## src/rtl/wr_data_path_pkg.sv

```systemverilog
// Shared types and constants for the DDR5 PHY write data path.
// The DQS sequencer state and the fixed DQS pair encodings live here.
package wr_data_path_pkg;

    typedef enum logic [1:0] {
        StIdle,
        StPreamble,
        StBurst,
        StPostamble
    } dqs_state_t;

    // DQS pair is {fall, rise}
    localparam logic [1:0] DQS_IDLE   = 2'b00;
    localparam logic [1:0] DQS_TOGGLE = 2'b01;

    localparam int unsigned DEFAULT_MAX_WRLAT  = 15;
    localparam int unsigned DEFAULT_LINE_DEPTH = DEFAULT_MAX_WRLAT + 1;

    function automatic int unsigned line_depth(input int unsigned max_wrlat);
        return max_wrlat + 1;
    endfunction

endpackage

```

## src/rtl/wrlat_delay_line.sv

```systemverilog
// Write-latency shift register of {en, mask, data} with a data tap, an early
// (preamble look-ahead) tap and an OR of the enable bits between them.
module wrlat_delay_line
    import wr_data_path_pkg::*;
#(
    parameter int unsigned WIDTH = 10,
    parameter int unsigned DEPTH = DEFAULT_LINE_DEPTH,
    parameter int unsigned SEL_W = (DEPTH > 1) ? $clog2(DEPTH) : 1
) (
    input  logic             i_clock,
    input  logic             i_reset,
    input  logic             i_enable,
    input  logic [WIDTH-1:0] din,
    input  logic [SEL_W-1:0] data_sel,
    input  logic [SEL_W-1:0] early_sel,
    output logic [WIDTH-1:0] data_tap,
    output logic             early_en,
    output logic             window_en,
    output logic             any_en
);

    logic [WIDTH-1:0] line_q [DEPTH];

    always_ff @(posedge i_clock or negedge i_reset) begin
        if (!i_reset) begin
            for (int i = 0; i < DEPTH; i++) line_q[i] <= '0;
        end else if (!i_enable) begin
            for (int i = 0; i < DEPTH; i++) line_q[i] <= '0;
        end else begin
            line_q[0] <= din;
            for (int i = 1; i < DEPTH; i++) line_q[i] <= line_q[i-1];
        end
    end

    assign data_tap = line_q[data_sel];
    assign early_en = line_q[early_sel][WIDTH-1];

    // Window is inclusive of both taps so gaps up to the preamble length stay seamless
    always_comb begin
        window_en = 1'b0;
        any_en    = 1'b0;
        for (int i = 0; i < DEPTH; i++) begin
            any_en = any_en | line_q[i][WIDTH-1];
            if (SEL_W'(i) >= early_sel && SEL_W'(i) <= data_sel) begin
                window_en = window_en | line_q[i][WIDTH-1];
            end
        end
    end

endmodule

```

## src/rtl/wr_data_path.sv

```systemverilog
// DDR5 PHY write data path: delays the DFI write stream by the write latency,
// drives DQ/DM and sequences DQS preamble, burst toggling and postamble.
module wr_data_path
    import wr_data_path_pkg::*;
#(
    parameter int unsigned DEVICE_TYPE = 4,
    parameter int unsigned MAX_WRLAT   = DEFAULT_MAX_WRLAT
) (
    input  logic                       i_clock,
    input  logic                       i_reset,
    input  logic                       i_enable,
    input  logic [3:0]                 i_wrlat,
    input  logic [1:0]                 i_pre_len,
    input  logic                       i_post_len,
    input  logic                       dfi_wrdata_en,
    input  logic [2*DEVICE_TYPE-1:0]   dfi_wrdata,
    input  logic [DEVICE_TYPE/4-1:0]   dfi_wrdata_mask,
    output logic [2*DEVICE_TYPE-1:0]   o_dq,
    output logic [DEVICE_TYPE/4-1:0]   o_dm,
    output logic                       o_dq_oe,
    output logic [1:0]                 o_dqs,
    output logic                       o_dqs_oe,
    output logic                       o_busy
);

    localparam int unsigned DQ_W   = 2 * DEVICE_TYPE;
    localparam int unsigned DM_W   = DEVICE_TYPE / 4;
    localparam int unsigned LINE_W = 1 + DM_W + DQ_W;
    localparam int unsigned DEPTH  = line_depth(MAX_WRLAT);
    localparam int unsigned SEL_W  = (DEPTH > 1) ? $clog2(DEPTH) : 1;

    logic [3:0]        wrlat_c;
    logic [1:0]        pre_raw;
    logic [1:0]        pre_eff;
    logic [SEL_W-1:0]  data_sel;
    logic [SEL_W-1:0]  early_sel;
    logic [LINE_W-1:0] data_tap;
    logic              early_en;
    logic              window_en;
    logic              any_en;

    always_comb begin
        wrlat_c = (32'(i_wrlat) > MAX_WRLAT) ? 4'(MAX_WRLAT) : i_wrlat;
        pre_raw = (i_pre_len == 2'd0) ? 2'd1 : i_pre_len;
        // Preamble cannot reach further back than the write latency
        pre_eff = ({2'b00, pre_raw} > wrlat_c) ? wrlat_c[1:0] : pre_raw;
        data_sel  = SEL_W'(wrlat_c);
        early_sel = SEL_W'(wrlat_c - {2'b00, pre_eff});
    end

    wrlat_delay_line #(
        .WIDTH (LINE_W),
        .DEPTH (DEPTH),
        .SEL_W (SEL_W)
    ) u_delay_line (
        .i_clock   (i_clock),
        .i_reset   (i_reset),
        .i_enable  (i_enable),
        .din       ({dfi_wrdata_en, dfi_wrdata_mask, dfi_wrdata}),
        .data_sel  (data_sel),
        .early_sel (early_sel),
        .data_tap  (data_tap),
        .early_en  (early_en),
        .window_en (window_en),
        .any_en    (any_en)
    );

    logic            tap_en;
    logic [DM_W-1:0] tap_dm;
    logic [DQ_W-1:0] tap_dq;

    assign tap_en = data_tap[LINE_W-1];
    assign tap_dm = data_tap[DQ_W +: DM_W];
    assign tap_dq = data_tap[DQ_W-1:0];

    logic [DQ_W-1:0] dq_q;
    logic [DM_W-1:0] dm_q;
    logic            dq_oe_q;

    always_ff @(posedge i_clock or negedge i_reset) begin
        if (!i_reset) begin
            dq_q    <= '0;
            dm_q    <= '0;
            dq_oe_q <= 1'b0;
        end else if (!i_enable) begin
            dq_q    <= '0;
            dm_q    <= '0;
            dq_oe_q <= 1'b0;
        end else begin
            dq_q    <= tap_en ? tap_dq : '0;
            dm_q    <= tap_en ? tap_dm : '0;
            dq_oe_q <= tap_en;
        end
    end

    dqs_state_t state_q, state_d;
    logic [1:0] cnt_q, cnt_d;
    dqs_state_t start_state;

    // Zero-length preamble goes straight to toggling
    assign start_state = (pre_eff == 2'd0) ? StBurst : StPreamble;

    always_comb begin
        state_d  = state_q;
        cnt_d    = cnt_q;
        o_dqs_oe = 1'b0;
        o_dqs    = DQS_IDLE;
        unique case (state_q)
            StIdle: begin
                if (early_en) begin
                    state_d = start_state;
                    cnt_d   = pre_eff;
                end
            end
            StPreamble: begin
                o_dqs_oe = 1'b1;
                o_dqs    = (cnt_q == 2'd1) ? DQS_TOGGLE : DQS_IDLE;
                if (cnt_q <= 2'd1) state_d = StBurst;
                else               cnt_d   = cnt_q - 2'd1;
            end
            StBurst: begin
                o_dqs_oe = 1'b1;
                o_dqs    = DQS_TOGGLE;
                if (!window_en) begin
                    state_d = StPostamble;
                    cnt_d   = {1'b0, i_post_len} + 2'd1;
                end
            end
            StPostamble: begin
                o_dqs_oe = 1'b1;
                if (early_en) begin
                    state_d = start_state;
                    cnt_d   = pre_eff;
                end else if (cnt_q <= 2'd1) begin
                    state_d = StIdle;
                end else begin
                    cnt_d = cnt_q - 2'd1;
                end
            end
            default: state_d = StIdle;
        endcase
    end

    always_ff @(posedge i_clock or negedge i_reset) begin
        if (!i_reset) begin
            state_q <= StIdle;
            cnt_q   <= 2'd0;
        end else if (!i_enable) begin
            state_q <= StIdle;
            cnt_q   <= 2'd0;
        end else begin
            state_q <= state_d;
            cnt_q   <= cnt_d;
        end
    end

    assign o_dq    = dq_q;
    assign o_dm    = dm_q;
    assign o_dq_oe = dq_oe_q;
    assign o_busy  = any_en | (state_q != StIdle);

endmodule

```

## config.mk

```make
export PLATFORM = sky130hd
export DESIGN_NAME = wr_data_path
export DESIGN_NICKNAME = d
export VERILOG_FILES = /design/src/rtl/wr_data_path_pkg.sv /design/src/rtl/wrlat_delay_line.sv /design/src/rtl/wr_data_path.sv
export SDC_FILE = /design/constraint.sdc
export NUM_CORES = 1
export LEC_CHECK = 0
export BUFFER_PORTS_ARGS = -buffer_cell sky130_fd_sc_hd__buf_2
export CORE_MARGIN = 10
export CORE_UTILIZATION = 40
export CTS_CLUSTER_SIZE = 25
export DETAILED_ROUTE_END_ITERATION = 10
export SETUP_SLACK_MARGIN = 0.2
export SYNTH_ARGS = -nofsm -noshare
export SYNTH_HDL_FRONTEND = slang
export SYNTH_HIERARCHICAL = 1
export SYNTH_SLANG_ARGS = --single-unit
```

## constraint.sdc

```tcl
create_clock -name i_clock -period 2.5 [get_ports i_clock]
set_clock_uncertainty 0.15 [all_clocks]
set_input_delay 0.25 -clock i_clock [delete_from_list [all_inputs] [get_ports i_clock]]
set_output_delay 0.25 -clock i_clock [all_outputs]
set_load 0.005 [all_outputs]
```

==> flow_metrics.tcl <==
set metrics [dict create \
    violations "setup timing" \
    root_buffer "clkbuf_16" \
    fp.dieArea_um2 25300 \
    syn_avg_cell_area_um2 13.8 \
    area_growth_pct 18.9 \
    crit_buf_inv 5 \
    ant_nets 0 \
    synth_flop_cell "dfrtp_1" \
    crit_path_end_kind "register" \
    gp_congestion 0.804 \
    fin_setup_tns_ps -2830 \
    hold_viol 0 \
    yosysTopAreaCellShare 0.562 \
    period_needed_ps 3270 \
    critPathArrivalTime_ps 3450 \
    multi_input_area_um2 3260 \
    cts_tree "built" \
    die_w_um 159 \
    critPathLaunch "i_pre_len[1]" \
    drt_wl_total_um 15400 \
    final_net_count 646 \
    cp-start-kind "primary input" \
    wire_per_inst_um 17.3 \
    fillers 1654 \
    slew-limit-headroom 0.533 \
    hp-class "in2reg" \
    setup_ws_ps -768 \
    setup_viol 4 \
    postSynthNetCount 591 \
    overflow 0 \
    grt_pass1_wl_um 26300 \
    start_util 0.410 \
    report.final.slew_viol_count 0 \
    fmax_mhz 306 \
    crit_fanout 7 \
    cts_buffers 17 \
    whs_ps 75.8 \
    critPathTopFamily "compound AO/OA/AOI/OAI gates" \
    r2r_start "u_delay_line/line_q[139]" \
    drt-initial-drc-count 330 \
    required_ps 2680 \
    rsz0062_at_grt "true" \
    vdd_ir_drop_max_mv 0.517 \
    h-tree-depth 4 \
    coreArea_um2 18900 \
    drc_errors 0 \
    synth_seq_cells 174 \
    ys_types 62 \
    min_from "i_post_len" \
    max_stage_delay_ps 290 \
    syn_area_um2 7740 \
    grt_pass1_vias 5058 \
    die_h_um 159 \
    clock_path_buffers 2 \
    io_buffers 32 \
    hpwlAfterDp_um 9170 \
    synth_area_leaders "dfrtp_1 56%, mux4_2 13%, and2_1 13%" \
    crit_path_cell_trace "buf_12 -> inv_12 -> nor2_4 -> ha_4 -> o21ai_4 -> and3_4 -> o31a_1 -> ha_2 -> inv_2 -> ha_4 -> nor2_4 -> xor2_4 -> buf_6 -> nand2b_4 -> a211o_1 -> a221oi_2 -> o22ai_1 -> o2111ai_2 -> a22oi_2 -> buf_6 -> and2_4 -> a311oi_2" \
    grt_max_degree 70 \
    finalCritPeriodShare 1.31 \
    yosys_warnings 6 \
    yosys-top-cells-count "174 x dfrtp_1, 162 x and2_1, 46 x mux4_2, 21 x clkbuf_1, 14 x a21oi_1" \
    ys_seq_area_frac 0.562 \
    num_rows 50 \
    n_antenna_cell 0 \
    crit_type "in2reg" \
    power_leakage_nw 4.36 \
    via_per_inst 5.21 \
    synthCells 561 \
    vias 4622 \
    synth_top_cell_by_area "dfrtp_1" \
    p_total_w 0.00657 \
    worstSkewPairLatency_ps 420 \
    dp_slack_ps -1270 \
    fin_util 0.488 \
    drive_gt1_frac 0.268 \
    powerDensity_nw_per_um2 714 \
    critPathSlowestCell "o31a_1" \
    worst_pin_slew_ps 682 \
    drv_cap 0 \
    seqCellArea_um2 4350 \
    io_pins 34 \
    clkSinkCount 174 \
    synth.most_common_cell "dfrtp_1" \
    async_flop_share 1.00 \
    antenna_found_initial 0 \
    drt-pass1-iter-count 4 \
    synth_enable_flop_cells 0 \
    grt.total_usage 0.126 \
    status "finished, violations left" \
    clk_pin_slew_ps 60 \
]
worst register-to-register path, cell delays in order, from the launching register on:
cell and delay [ps]:
dfrtp_1 470, mux4_2 500, mux4_2 530, inv_1 90, a22oi_2 70, buf_6 140, and2_4 140, a311oi_2 180
metal layers:
layer / up-vias / share of wire / track usage / wire length (um)
met3: 22 / 0.029 / 0.0245 / 445
met1: 2455 / 0.44 / 0.159 / 6770
met2: 70 / 0.51 / 0.209 / 7840
met5: - / 0 / 0 / 0
met4: 0 / 0.020 / 0.0501 / 306
li1: 2075 / - / - / -
path summary, 6_finish.rpt:
| kind | endpoint | slack (ps) | depth (start not counted) |
|---|---|---|---|
| setup / recovery | state_q[1] | -770 | 22 |
| hold / removal | cnt_q[1] | 80 | 4 |
| setup reg to reg | state_q[1] | 130 | 7 |
| hold reg to reg | u_delay_line/line_q[72] | 320 | 1 |
| max in group asynchronous | u_delay_line/line_q[101] | 1150 | 3 |
| min in group asynchronous | u_delay_line/line_q[22] | 250 | 2 |
cells in the final DEF (no fill, tap or decap), types with 3 or more instances in the layout:
cell type,n
nand2b_1,3
ha_1,7
dlygate4sd3_1,11
dfrtp_1,174
and2_1,161
nor2b_1,6
o21ai_0,3
nand3_1,3
clkbuf_16,17
mux4_1,8
buf_6,6
nand2_1,7
mux4_2,46
nor4_1,4
a21oi_1,13
buf_2,28
inv_1,8
a21o_1,4
o21ai_1,4
buf_12,5
buf_4,23
nor2_1,6
and3_1,9
clkinvlp_4,3
bufinv_16,4
sequential cells by signal, indices dropped and copies added, names as in the netlist:
register / count
o_dq: 8
state_q: 2
o_dq_oe: 1
o_dm: 1
u_delay_line/line_q: 160
cnt_q: 2
power by group:
| part | leakage, nW | internal (W) | switching (W) |
|---|---|---|---|
| registers | 2.41 | 0.00287 | 0.0000503 |
| clock network | 0.288 | 0.00169 | 0.00105 |
| logic | 1.66 | 0.000417 | 0.000491 |
layout make-up:
type / count / share of cell area
clock inverters: 10 / 0.0179
inverters: 11 / 0.00611
multi-input cells: 338 / 0.354
flip-flops and latches: 174 / 0.473
clock buffers: 20 / 0.0485
repair buffers: 74 / 0.0657
well taps: 260 / 0.0353
cell families (layout without fill, tap and decap cells):
family,count (synthesis),in the layout,share of synthesized area
AO/OA/AOI/OAI,55,55,0.0488
XOR/XNOR,1,1,0.00113
adder cells (fa/ha/maj),11,11,0.0174
buffers and inverters,49,115,0.0347
flip-flops,174,174,0.562
multiplexers,55,55,0.164
other,1,1,0.000484
AND/OR/NAND/NOR,215,215,0.171
through the flow:
step / instances / area [um^2]
2_1_floorplan: 561 / 7810
3_5_place_dp: 841 / 8300
4_1_cts: 887 / 9150
6_report: 887 / 9210
3_3_place_gp: 841 / 8300
5_1_grt: 887 / 9210
what timing repair did:
| action | 4_1_cts | 5_1_grt |
|---|---|---|
| gates cloned | 1 | 0 |
| hold buffers | 11 | 0 |
| buffers inserted | 4 | 0 |
| endpoints found under the hold margin | 72 | 0 |
| gates resized for setup | 24 | 16 |
| pin swaps | 16 | 4 |
| setup endpoints to repair | 14 | 5 |
(Power assumes the default switching activity.)
